$ cat config.mk
export PLATFORM = sky130hd
export DESIGN_NAME = full_adder_unit
export DESIGN_NICKNAME = d
export VERILOG_FILES = /design/src/rtl/full_adder_unit.sv
export SDC_FILE = /design/constraint.sdc
export NUM_CORES = 1
export LEC_CHECK = 0
export ABC_AREA = 1
export BUFFER_PORTS_ARGS = -buffer_cell sky130_fd_sc_hd__buf_2
export CAP_MARGIN = 10
export CELL_PAD_IN_SITES_DETAIL_PLACEMENT = 0
export CELL_PAD_IN_SITES_GLOBAL_PLACEMENT = 1
export CORE_AREA = 4 4 41 43
export DETAILED_ROUTE_END_ITERATION = 8
export DIE_AREA = 0 0 45 47
export PLACE_DENSITY_LB_ADDON = 0.1
export SYNTH_ARGS = -nofsm -noshare
export SYNTH_HDL_FRONTEND = slang
export SYNTH_SLANG_ARGS = --single-unit
$ cat constraint.sdc
create_clock -name clk -period 1.15 [get_ports clk]
set_clock_uncertainty 0.1 [all_clocks]
set_input_delay 0.115 -clock clk [delete_from_list [all_inputs] [get_ports clk]]
set_output_delay 0.115 -clock clk [all_outputs]
set_load 0.005 [all_outputs]
$ cat src/rtl/full_adder_unit.sv
// rtl/full_adder_unit.sv - ripple-carry adder built from 1-bit full-adder cells, with combinational and registered results

module full_adder_cell (
  input  logic a,
  input  logic b,
  input  logic c,
  output logic s,
  output logic co
);

  assign s  = a ^ b ^ c;
  assign co = (a & b) | (a & c) | (b & c);

endmodule

module full_adder_unit #(
  parameter int WIDTH = 1
) (
  input  logic             clk,
  input  logic             rst_n,
  input  logic [WIDTH-1:0] A,
  input  logic [WIDTH-1:0] B,
  input  logic             Cin,
  output logic [WIDTH-1:0] Sum,
  output logic             Cout,
  output logic [WIDTH-1:0] Sum_r,
  output logic             Cout_r,
  output logic             Ovf_r,
  output logic             valid_r
);

  // carry[i] is the carry into cell i; carry[WIDTH] is the final carry-out
  logic [WIDTH:0] carry;
  logic           ovf;

  assign carry[0] = Cin;

  genvar i;
  generate
    for (i = 0; i < WIDTH; i++) begin : g_cell
      full_adder_cell u_cell (
        .a  (A[i]),
        .b  (B[i]),
        .c  (carry[i]),
        .s  (Sum[i]),
        .co (carry[i+1])
      );
    end
  endgenerate

  assign Cout = carry[WIDTH];
  // Two's-complement overflow: carry into the sign bit differs from carry out of it
  assign ovf  = carry[WIDTH] ^ carry[WIDTH-1];

  always_ff @(posedge clk) begin
    if (!rst_n) begin
      Sum_r   <= '0;
      Cout_r  <= 1'b0;
      Ovf_r   <= 1'b0;
      valid_r <= 1'b0;
    end else begin
      Sum_r   <= Sum;
      Cout_r  <= Cout;
      Ovf_r   <= ovf;
      valid_r <= 1'b1;
    end
  end

endmodule

==> reports/metrics.cfg <==
[run_status]
status=complete, no violations

[sta]
setup_viol=0
max_freq_ghz=0.906
drv_slew=0
relSlewSlack_pct=91.3
finalSetupTns_ps=0
hold_viol=0
tightest_slew_ps=131
fin_crit_sh_pct=95.9
period_needed_ps=1100
grt_setup_unrepaired=false

[worst_setup_path]
cp_max_fo=2
worstSetupPathType=primary input to primary output
arrival_ps=890
worst_setup_path_end_kind=primary output
cp_data_required_time_ps=940
start_kind=primary input

[cts]
cts_resized=0
clockBufferDepth=2
clkSlewWorstSetupHoldPaths_ps=40
cts_tree=done
root_buffer=clkbuf_4
clock-sinks=4
cts_inserted_buffers=3
cts.htree.levels=1

[synthesis]
netlist_area_um2=131
synth.distinct_cells=6
yosysMostFrequentCell=dfxtp_1
yosys_warnings=0
ys.flop_type=dfxtp_1
synth_top_cell_by_area=dfxtp_1
syn_inst=13
syn_area_per_cell_um2=10.1
syn_nets=19
synth-edff-count=0
synth_seq_cells=4
ys_seq_area_share_pct=61.0
synthArstFlopShare_pct=0
synth_top_cell_area_share_pct=61.0
yosys-top-cells-area=dfxtp_1 (61%), fa_1 (15%), inv_1 (8.6%), nand2_1 (8.6%), o21ai_1 (3.8%)
synth_top_cells_by_count=dfxtp_1 (4), inv_1 (3), nand2_1 (3)

[cells_and_area]
fin_nets=35
layout-drive-gt1-share_pct=48.1
area_growth_pct=77.1
antennaDiodeCount=0

[placed_design]
globalplace.congestion=0.574
portBuffers=10

[drt]
vias_per_cell=3.07
drc=0
first_pass_iters=1
route.antenna.remaining_nets=0
drt_wl_total_um=340
wl_per_cell_um=8.10
dr_total_vias=129
drt_iter0_drc=0

[global_routing]
grt_use_met3_pct=4.21
antenna_found_initial=0
grt_util_all_layers_pct=5.23
grt_use_met1_pct=3.66
grt_pass1_wl_um=593
top_usage_layer=met4
grt_use_met2_pct=5.08
grt_max_degree=5
overflow=0
grt_pass1_vias=152

[floorplanning]
initial_core_util_pct=10.1
dieHeight_um=47
die_w_um=45
core-area_um2=1300
rows=13
pin_count=11
dieArea_um2=2120

[power_and_ir_drop]
totalPowerFinal_mw=0.377
p_per_area_nw_per_um2=1620
ir_drop_mv=0.313
p_leak_nw=0.134

[run]
drv_cap=0

[min_path]
hold_path.class=primary input to flop

-- stage by stage --
step	instances	cell area, µm²	hold WS [ps]	util (%)	setup slack, ps
finish	42	233	55.2	17.9	46.8
CTS	42	233	54.1	17.9	43.2
floorplan	13	131	42.7	-	169
global placement	38	200	175	15.4	27.6
global route	42	233	76.0	17.9	7.24
detailed placement	38	200	174	15.4	20.2
-- power by group --
part,switching (mW),internal (mW)
Sequential,0.00185,0.150
Clock,0.0564,0.117
Combinational,0.0243,0.0271
Total,0.0826,0.294
-- flip-flops by register name, indices dropped and copies added, names as in the netlist --
register / cells
valid_r: 1
Sum_r: 1
Ovf_r: 1
Cout_r: 1
-- worst max-delay path, stage by stage --
cell and delay, ps:
buf_2 110, fa_1 550, buf_2 120
-- cell families (layout without fill, tap and decap cells) --
logic type / count (synthesis) / count (layout) / synth area share (%)
compound gates: 1 / 1 / 3.81
simple gates: 4 / 4 / 11.4
flops: 4 / 4 / 61.0
buf+inv: 3 / 17 / 8.57
fa+ha+maj: 1 / 1 / 15.2
-- cell type report --
class | count | area, µm²
clock buffers | 3 | 22.5
fillers | 160 | 1070
repair buffers | 11 | 60.1
inverters | 3 | 11.3
multi-input cells | 6 | 40.0
well taps | 15 | 18.8
flip-flops and latches | 4 | 80.1
-- routing by layer --
| metal | part of all wire (%) | routed length, µm |
|---|---|---|
| met1 | 42 | 142 |
| met2 | 39 | 131 |
| met3 | 12 | 42 |
| met4 | 7.1 | 24 |
| met5 | 0 | 0 |
-- worst paths after layout --
kind,from,end,slack [ps],cells after the start
max,A,Sum,50,3
min,Cin,Ovf_r,60,3
-- placed cells by master (no fill, tap or decap) --
cell           count
inv_1              3
nand2_1            3
nor2_1             1
dfxtp_1            4
dlygate4sd3_1      1
buf_2             10
o21ai_1            1
clkbuf_4           3
fa_1               1
-- repair_timing --
| action | CTS | global route |
|---|---|---|
| setup buffers | 0 | 0 |
| hold endpoints to repair | 1 | 0 |
| hold buffers | 1 | 0 |
| endpoints found under the setup margin | 0 | 0 |
(Power assumes the default switching activity.)
